File: config.mk
export PLATFORM = sky130hd
export DESIGN_NAME = btn_sel_ctrl
export DESIGN_NICKNAME = d
export VERILOG_FILES = /design/src/rtl/btn_sel_ctrl_pkg.sv /design/src/rtl/btn_debounce.sv /design/src/rtl/btn_sel_ctrl.sv
export SDC_FILE = /design/constraint.sdc
export NUM_CORES = 1
export LEC_CHECK = 0
export ABC_AREA = 1
export BUFFER_PORTS_ARGS = -buffer_cell sky130_fd_sc_hd__buf_2
export CORE_MARGIN = 2
export CORE_UTILIZATION = 31
export CTS_CLUSTER_DIAMETER = 150
export DETAILED_ROUTE_END_ITERATION = 10
export PLACE_DENSITY = 0.56
export SLEW_MARGIN = 20
export SYNTH_ARGS = -nofsm -noshare
export SYNTH_HDL_FRONTEND = slang
export SYNTH_SLANG_ARGS = --single-unit
File: constraint.sdc
create_clock -name CLK -period 2.6 [get_ports CLK]
set_clock_uncertainty 0.05 [all_clocks]
set_input_delay 0.39 -clock CLK [delete_from_list [all_inputs] [get_ports CLK]]
set_output_delay 0.39 -clock CLK [all_outputs]
set_load 0.02 [all_outputs]
File: src/rtl/btn_sel_ctrl_pkg.sv
// Shared definitions for the button-driven tap selector: step FSM state
// encodings, default timing constants for a 12 MHz CLK, and a counter width helper.
package btn_sel_ctrl_pkg;

  typedef enum logic [1:0] {
    IDLE   = 2'd0,
    DELAY  = 2'd1,
    REPEAT = 2'd2,
    BOTH   = 2'd3
  } step_state_t;

  localparam int unsigned DEF_DEB_CYCLES   = 240000;   // 20 ms
  localparam int unsigned DEF_REPEAT_DELAY = 6000000;  // 0.5 s
  localparam int unsigned DEF_REPEAT_RATE  = 1200000;  // 0.1 s

  // Bits needed to hold values 0 .. n-1 (at least 1).
  function automatic int unsigned cnt_width(input int unsigned n);
    return (n < 2) ? 1 : $clog2(n);
  endfunction

endpackage

File: src/rtl/btn_debounce.sv
// 2-FF synchroniser followed by a stability counter. The debounced level
// follows the synchronised level only after it has differed from the current
// debounced level for DEB_CYCLES consecutive cycles.
module btn_debounce
  import btn_sel_ctrl_pkg::*;
#(
  parameter int unsigned DEB_CYCLES = DEF_DEB_CYCLES
) (
  input  logic CLK,
  input  logic RST_N,
  input  logic BTN_RAW,
  output logic BTN_DB
);

  localparam int unsigned CNT_W = cnt_width(DEB_CYCLES);
  localparam logic [CNT_W-1:0] CNT_LAST = CNT_W'(DEB_CYCLES - 1);

  logic             sync1;
  logic             sync2;
  logic [CNT_W-1:0] cnt;

  // Bring the asynchronous button into the CLK domain.
  always_ff @(posedge CLK or negedge RST_N) begin
    if (!RST_N) begin
      sync1 <= 1'b0;
      sync2 <= 1'b0;
    end else begin
      sync1 <= BTN_RAW;
      sync2 <= sync1;
    end
  end

  // Restart the count on any agreement; commit the new level once it has held long enough.
  always_ff @(posedge CLK or negedge RST_N) begin
    if (!RST_N) begin
      cnt    <= '0;
      BTN_DB <= 1'b0;
    end else if (sync2 == BTN_DB) begin
      cnt <= '0;
    end else if (cnt == CNT_LAST) begin
      cnt    <= '0;
      BTN_DB <= sync2;
    end else begin
      cnt <= cnt + 1'b1;
    end
  end

endmodule

File: src/rtl/btn_sel_ctrl.sv
// Selector index controller: debounces the up/down buttons, turns presses into
// single-cycle steps with auto-repeat, and keeps SEL synchronous to CLK.
// Optional macro SEL_WRAP_EN: SEL wraps at the bounds and AT_LIMIT is tied low;
// without it SEL saturates at 0 and SEL_MAX.
module btn_sel_ctrl
  import btn_sel_ctrl_pkg::*;
#(
  parameter int unsigned SEL_W        = 5,
  parameter int unsigned SEL_MAX      = 31,
  parameter int unsigned SEL_INIT     = 0,
  parameter int unsigned DEB_CYCLES   = DEF_DEB_CYCLES,
  parameter int unsigned REPEAT_DELAY = DEF_REPEAT_DELAY,
  parameter int unsigned REPEAT_RATE  = DEF_REPEAT_RATE
) (
  input  logic             CLK,
  input  logic             RST_N,
  input  logic             BTN_UP,
  input  logic             BTN_DN,
  output logic [SEL_W-1:0] SEL,
  output logic             UP_PULSE,
  output logic             DN_PULSE,
  output logic             AT_LIMIT
);

  localparam int unsigned TMR_MAX = (REPEAT_DELAY > REPEAT_RATE) ? REPEAT_DELAY : REPEAT_RATE;
  localparam int unsigned TMR_W   = cnt_width(TMR_MAX + 1);
  localparam logic [TMR_W-1:0] DELAY_LD = TMR_W'(REPEAT_DELAY);
  localparam logic [TMR_W-1:0] RATE_LD  = TMR_W'(REPEAT_RATE);
  localparam logic [SEL_W-1:0] SEL_TOP  = SEL_W'(SEL_MAX);
  localparam logic [SEL_W-1:0] SEL_RST  = SEL_W'(SEL_INIT);

  logic             up_db, dn_db;
  logic             up_prev, dn_prev;
  step_state_t      state, state_nxt;
  logic [TMR_W-1:0] timer, timer_nxt;
  logic             dir_up, dir_nxt;
  logic             step_up, step_dn;
  logic             held;
  logic [SEL_W-1:0] sel_inc, sel_dec;

  btn_debounce #(.DEB_CYCLES(DEB_CYCLES)) u_deb_up (
    .CLK(CLK), .RST_N(RST_N), .BTN_RAW(BTN_UP), .BTN_DB(up_db)
  );

  btn_debounce #(.DEB_CYCLES(DEB_CYCLES)) u_deb_dn (
    .CLK(CLK), .RST_N(RST_N), .BTN_RAW(BTN_DN), .BTN_DB(dn_db)
  );

  // FSM state, repeat timer, held direction and edge-detect history.
  always_ff @(posedge CLK or negedge RST_N) begin
    if (!RST_N) begin
      state   <= IDLE;
      timer   <= '0;
      dir_up  <= 1'b0;
      up_prev <= 1'b0;
      dn_prev <= 1'b0;
    end else begin
      state   <= state_nxt;
      timer   <= timer_nxt;
      dir_up  <= dir_nxt;
      up_prev <= up_db;
      dn_prev <= dn_db;
    end
  end

  // Step decisions: first step on a rising debounced edge, then delay/repeat while held.
  always_comb begin
    state_nxt = state;
    timer_nxt = timer;
    dir_nxt   = dir_up;
    step_up   = 1'b0;
    step_dn   = 1'b0;
    held      = dir_up ? up_db : dn_db;
    if (up_db && dn_db) begin
      state_nxt = BOTH;
    end else begin
      case (state)
        IDLE: begin
          if (up_db && !up_prev) begin
            step_up   = 1'b1;
            dir_nxt   = 1'b1;
            state_nxt = DELAY;
            timer_nxt = DELAY_LD;
          end else if (dn_db && !dn_prev) begin
            step_dn   = 1'b1;
            dir_nxt   = 1'b0;
            state_nxt = DELAY;
            timer_nxt = DELAY_LD;
          end
        end
        DELAY, REPEAT: begin
          if (!held) begin
            state_nxt = IDLE;
          end else if (timer <= TMR_W'(1)) begin
            // Timer was loaded in the step cycle, so expiring at 1 spaces steps exactly.
            step_up   = dir_up;
            step_dn   = !dir_up;
            state_nxt = REPEAT;
            timer_nxt = RATE_LD;
          end else begin
            timer_nxt = timer - 1'b1;
          end
        end
        BOTH: begin
          if (!up_db && !dn_db) state_nxt = IDLE;
        end
        default: state_nxt = IDLE;
      endcase
    end
  end

  // Next SEL values for each direction at the bounds.
  always_comb begin
`ifdef SEL_WRAP_EN
    sel_inc  = (SEL >= SEL_TOP) ? '0 : SEL + 1'b1;
    sel_dec  = (SEL == '0) ? SEL_TOP : SEL - 1'b1;
    AT_LIMIT = 1'b0;
`else
    sel_inc  = (SEL < SEL_TOP) ? SEL + 1'b1 : SEL;
    sel_dec  = (SEL != '0) ? SEL - 1'b1 : SEL;
    AT_LIMIT = (SEL == '0) || (SEL == SEL_TOP);
`endif
  end

  // Register the strobes together with the SEL update they announce.
  always_ff @(posedge CLK or negedge RST_N) begin
    if (!RST_N) begin
      SEL      <= SEL_RST;
      UP_PULSE <= 1'b0;
      DN_PULSE <= 1'b0;
    end else begin
      UP_PULSE <= step_up;
      DN_PULSE <= step_dn;
      if (step_up)      SEL <= sel_inc;
      else if (step_dn) SEL <= sel_dec;
    end
  end

endmodule

* After elaboration in Yosys (flattened, before gate mapping)
Index checks and enable logic that the tools add are counted.
** Operators by class
- Multiplexer cells :: 34
- Reduce and logical (&&, ||, !) cells :: 24
- Equal/unequal tests :: 14
- $add $sub $neg :: 5
- Div/mod/pow operators :: 0
- Shifts and indexed selects :: 0
- $lt $le $gt $ge :: 2
- $mul :: 0
- Bitwise logic cells :: 3
** Operators with widths (count)
- 23-bit two-way mux :: 4
- 18-bit two-way mux :: 4
- 23-bit one-hot mux with 2 select lines :: 1
- 18-bit by 1-bit adder with 18-bit output (second input constant) :: 2
- 18-bit equality test (second input constant) :: 2
- 23-bit by 1-bit less-or-equal comparator with 1-bit output (second input constant) :: 1
- 23-bit by 1-bit subtractor with 23-bit output (second input constant) :: 1
- 5-bit two-way mux :: 4
- 1-bit two-way mux :: 12
- 2-bit two-way mux :: 6
- 3-bit AND reduction :: 3
- 4-bit != test (second input constant) :: 2
- 2-bit nonzero test :: 4
- 3-bit != test (second input constant) :: 2
- 2-bit one-hot mux with 3 select lines :: 1
- 5-bit by 1-bit adder with 5-bit output (second input constant) :: 1
- 5-bit equality test (second input constant) :: 1
- 1-bit zero test :: 5
- 5-bit zero test :: 1
- 5-bit < comparator (second input constant) :: 1
- 5-bit nonzero test :: 1
- 5-bit by 1-bit subtractor with 5-bit output (second input constant) :: 1
- 2-bit equality test (second input constant) :: 2
- 1-bit logical AND :: 4
- 11 further kinds :: 16
** Storage, ports and cells
- RAM bits :: 0
- Memory bits (read-only) :: 0
- Bits in registers :: 77
- Input bits :: 4
- Memories kept :: 0
- Latch bits :: 0

* Depth between registers and ports, before layout
- Depth after elaboration :: 8
- Mapped depth :: 19
- Gate-level depth less buffers :: 19

* By module
Synthesis repeated with hierarchy kept, for this count alone.
** Unflattened totals
- Cell total of the unflattened synthesis :: 589
- Area, all modules :: 4626.9 µm²
** Modules (own cells, without submodules)
- btn_debounce :: area an instance 1226.2 µm², cells each 147, times used 2
- btn_sel_ctrl :: area an instance 2174.6 µm², cells each 295, times used 1

* Worst setup path before layout
Ideal clock, no wire load.
- Path type :: register to register
- Start :: register state[1]
- End :: register SEL[4]
- Path buffers :: 0
- Library setup time :: 0.117 ns
- Path slack :: 0.247 ns
- Cell stages (with the launch flop) :: 18
- Clock period less this slack :: 2.353 ns
- Arrival :: 2.185 ns
- Path through :: dfrtp_1 > inv_1 > ha_1 > inv_1 > nor2_1 > nand2_2 > nand2_2 > nand2_2 > ha_1 > a21o_1 > a31oi_1 > inv_1 > nand2_1 > nand2_1 > inv_1 > nand2_1 > nand2_1 > nand2_1
** Between the ends
- Longest elaborated chain between the ends :: 6
- Elaborated cells on any way between the ends :: 13
- Those cells by class :: eq/ne (3); mux (5); reduce/logical (5)
** RTL lines
- start, declared :: RTL line btn_sel_ctrl.sv:34 : step_state_t state, state_nxt;
- start signal, assigned :: RTL line btn_sel_ctrl.sv:58 : state <= state_nxt;
- 2-bit by 1-bit equality test with 1-bit output / 2-bit equality test (equally long branches) :: RTL line btn_sel_ctrl.sv:77 : case (state)
- 2-bit OR reduction :: RTL line btn_sel_ctrl.sv:77
- 1-bit one-hot mux with 2 select lines :: RTL line btn_sel_ctrl.sv:77
- 1-bit two-way mux :: RTL line btn_sel_ctrl.sv:74 : if (up_db && dn_db) begin
- 2-bit by 1-bit != test with 1-bit output (no source line) / 2-bit nonzero test (equally long branches)
- 3-bit AND reduction (no source line)
- end signal, assigned :: RTL line btn_sel_ctrl.sv:134 : if (step_up) SEL <= sel_inc;
- end signal, assigned :: RTL line btn_sel_ctrl.sv:135 : else if (step_dn) SEL <= sel_dec;
- end, declared :: RTL line btn_sel_ctrl.sv:19 : output logic [SEL_W-1:0] SEL,
Parallel ways exist; a longest one is shown, timed or not.
A chain may end at the register's enable or synchronous reset.

* Final worst setup path
- Start :: register timer[10]
- End :: register SEL[4]
** Between the ends
- Longest elaborated chain between the ends :: 7
- Elaborated cells on any way between the ends :: 14
- Those cells by class :: order compare (1); eq/ne (1); mux (9); reduce/logical (3)
** RTL lines
- start, declared :: RTL line btn_sel_ctrl.sv:35 : logic [TMR_W-1:0] timer, timer_nxt;
- start signal, assigned :: RTL line btn_sel_ctrl.sv:59 : timer <= timer_nxt;
- 23-bit by 1-bit less-or-equal comparator with 1-bit output (*) :: RTL line btn_sel_ctrl.sv:94 : end else if (timer <= TMR_W'(1)) begin
- 1-bit two-way mux :: RTL line btn_sel_ctrl.sv:94
- 1-bit two-way mux :: RTL line btn_sel_ctrl.sv:92 : if (!held) begin
- 1-bit one-hot mux with 2 select lines :: RTL line btn_sel_ctrl.sv:77
- 1-bit two-way mux :: RTL line btn_sel_ctrl.sv:74
- 2-bit by 1-bit != test with 1-bit output (no source line) / 2-bit nonzero test (equally long branches)
- 3-bit AND reduction (no source line)
Mark *: on every way between the ends. The rest lies on a longest branch, timed or not.

==> key figures <==
Power and ir drop
  – VDD IR max: 0.000409 V
  – LEAKAGE: 2.41 nW
  – Sw Ratio: 20.9%
  – Sequential fraction of design power: 46.1%
  – Internal: 2.09 mW
  – NetSw: 0.551 mW
  – Clock power share: 51.7%
  – Pwr Total: 2.64 mW
  – P per Cell Area: 534 mW/mm2
  – Logic gate share of total power: 2.2%

Placement
  – Port bufs: 11
  – Placed cells: 708
  – GP Congestion: 0.907
  – HPWL Detailed: 6250 um

Worst setup path
  – RR Startpoint: timer[10]
  – WP data arrival: 2570 ps
  – Most used cell, CP: nand2_1
  – Required time of the critical path: 2790 ps
  – Critical path startpoint category: flop
  – Critical path cell sequence: nor2_2 > nand2_1 > nor2_1 > nand3_2 > nand2_4 > nand2_2 > nand2_2 > nand2_4 > ha_4 > a21o_1 > a31oi_2 > inv_1 > nand2_1 > nand2_1 > inv_1 > nand2_1 > nand2_1 > nand2_1
  – Critical path origin: timer[10]
  – Worst path max stage delay: 400 ps
  – Worst Setup End Kind: flop
  – Critical-path maximum fanout: 6
  – R2r worst-path depth: 18
  – Slowest-stage cell, CP: dfrtp_1
  – Worst reg-to-reg setup slack: 220 ps
  – CP Capture Point: SEL[4]
  – R2R Path End: SEL[4]
  – Critical path class: flop to flop

Detailed routing
  – Routed via count: 3383
  – Post-route antenna net violation count: 0
  – Drt via density: 4.67
  – Final WL: 8730 um
  – Avg WL per Cell: 12.1 um
  – DRC viols: 0
  – Starting DRT DRC Count: 188
  – First drt pass iteration count: 4

Synthesis
  – Ys Warns: 0
  – Synthesized flop and latch total: 77
  – Top cells by area, synth: dfrtp_1 (45%), nand2_1 (7.7%), nor2_1 (7.4%)
  – Post-synth cell types: 41
  – Synth top area share: 45.4%
  – Synthesized Nets: 529
  – Largest area contributor in the netlist: dfrtp_1
  – Post-synthesis instance total: 514
  – Mapped Area: 0.00424 mm2
  – Avg Inst Size Synth: 8.25 um2
  – Part of the Yosys area used for sequential elements: 45.4%

Finish
  – Area grow syn2layout: 16.6%
  – Final core occ: 37.2%
  – Layout cells sized above 1: 16.6%
  – Post-layout net count: 558
  – Ant diodes: 0
  – FF/Latch Area: 0.00193 mm2
  – Finished Layout Cells: 724
  – Multi-input gate area: 0.00208 mm2
  – Fillers: 1352

Global routing
  – GRT Util Overall: 13.4%
  – Vias in the first global route: 3411
  – First-pass GRT wire length: 15700 um
  – Largest net degree at the start of global routing: 78
  – Initial antenna violation count: 0
  – Gr ovfl total: 0

Timing
  – Final Hold Fails: 14
  – Slew Viols, Final: 0
  – Final worst-path cycle share: 91.6%
  – Post-layout min period: 2380 ps
  – Slew margin rel.: 67.2%
  – Final setup fails: 0
  – FMAX: 420 MHz
  – Tightest hold margin: -38.5 ps
  – Actual slew at the worst max-slew pin: 492 ps

Die
  – Core area: 0.0133 mm2
  – FP Rows: 42
  – Die Height: 121 um
  – IO Count: 12
  – Starting Density: 31.9%
  – Die area: 0.0146 mm2
  – Chip width: 121 um

Outcome
  – Run status: finished, violations left
  – Violated checks: negative hold slack

Clock network
  – Root buf cell: clkbuf_16
  – Cts bufs inserted: 9
  – Clock transition at the registers of the reported paths: 60 ps
  – Clock Sink Count: 77
  – Worst-Skew Late Latency: 340 ps
  – H-tree Lvls: 3
  – CTS tree: done
  – Max Buffers Root-to-Sink: 2
  – Post-CTS setup buffer count: 0

Min path
  – Hold Crit Class: primary input to async pin

Job
  – Max Cap Viol: 0
## routing by layer
metal | track usage [%] | part of all wire [%]
met1 | 18.5 | 51
met4 | 6.18 | 1.7
met5 | 0 | 0
met3 | 2.87 | 3.2
met2 | 20.1 | 44
## power by group through the flow
stage               combinational, mW  clock, mW  sequential [mW]
finish                         0.0589       1.37             1.22
global route                   0.0711       1.46             1.22
CTS                            0.0623       1.41             1.22
detailed placement             0.0620          0             1.24
global placement               0.0613          0             1.24
floorplan                      0.0226          0             1.24
## critical path, delay by kind of cell, from the launching register on
family | cells | cell delay (ps)
compound gates | 2 | 350
fa+ha+maj | 1 | 240
buf+inv | 2 | 120
flops | 1 | 400
simple gates | 13 | 1120
## sequential cells by signal (all words and copies together), names as in the netlist
name             cells
timer               23
u_deb_dn.cnt        18
u_deb_up.cnt        18
SEL                  5
state                2
DN_PULSE             1
UP_PULSE             1
dir_up               1
dn_prev              1
u_deb_dn.BTN_DB      1
u_deb_dn.sync1       1
u_deb_dn.sync2       1
u_deb_up.BTN_DB      1
u_deb_up.sync1       1
u_deb_up.sync2       1
up_prev              1
## timing repair
action	CTS	global route
endpoints found under the setup margin	0	1
gates resized for setup	0	8
hold buffers	0	0
hold endpoints to repair	0	0
## placed cells by master, fill, tap and decap left out, types with 5 or more instances in the layout
cell type and count:
dfrtp_1 76, a21oi_1 17, nand4_1 12, nand3_1 27, nand3_2 5, nor3b_1 7, nand2_2 9, nor3_1 17
inv_1 59, buf_2 10, xnor2_1 11, xor2_1 13, nor2_2 14, nor2_1 81, nand2_1 87, ha_1 9
clkbuf_16 9, o21ai_0 16, buf_4 10
## cell families after synthesis
group                    Yosys count  synth area share, %
AO/OA/AOI/OAI                     53                 7.29
XOR/XNOR                          24                 4.96
adder cells (fa/ha/maj)           11                 3.42
buffers and inverters             67                 6.20
flip-flops                        77                 45.4
AND/OR/NAND/NOR                  282                 32.7
## final cells by class
cell class,instances,share of cell area (%)
Tap cell,176,4.45
Clock buffer,10,4.83
Multi-Input combinational cell,370,42.2
Clock inverter,6,1.75
Inverter,64,4.88
Timing Repair Buffer,21,2.94
Sequential cell,77,39.0
## Yosys cell counts (all sizes together)
cell / number
o22ai: 2
a31oi: 5
a21oi: 17
fa: 1
o22a: 1
o21bai: 2
nand2: 99
a211oi: 1
and2: 1
nand4: 12
o221ai: 1
nor3b: 9
or2: 4
nor3: 23
clkinv: 1
dfrtp: 77
ha: 10
buf: 3
a32oi: 1
o31ai: 2
nand3: 32
o21ai: 19
nor2: 99
xnor2: 11
xor2: 13
inv: 63
nor4: 3
a21o: 2
## how the worst min path moves through the flow
stage / from / endpoint / slack (ps) / depth (start not counted)
6_report: RST_N / u_deb_dn.cnt[1] / -40 / 2
5_1_grt: RST_N / u_deb_up.cnt[11] / 60 / 2
4_1_cts: RST_N / SEL[4] / 30 / 2
3_5_place_dp: u_deb_dn.sync1 / u_deb_dn.sync2 / 290 / 0
3_3_place_gp: u_deb_dn.sync1 / u_deb_dn.sync2 / 290 / 0
2_1_floorplan: RST_N / DN_PULSE / 40 / 0
## metrics by stage
| step | cell area, um2 | setup TNS [ps] | hold WS, ps | setup WS, ps |
|---|---|---|---|---|
| after floorplan | 4240 | 0 | 44.4 | 247 |
| after global placement | 4580 | 0 | 291 | 135 |
| after detailed placement | 4580 | 0 | 286 | 83.5 |
| after CTS | 4910 | 0 | 34.1 | 60.9 |
| after global routing | 4940 | -3.23 | 55.7 | -3.23 |
| final | 4940 | 0 | -38.5 | 217 |
Note: power is estimated with default switching activity, not from simulation.
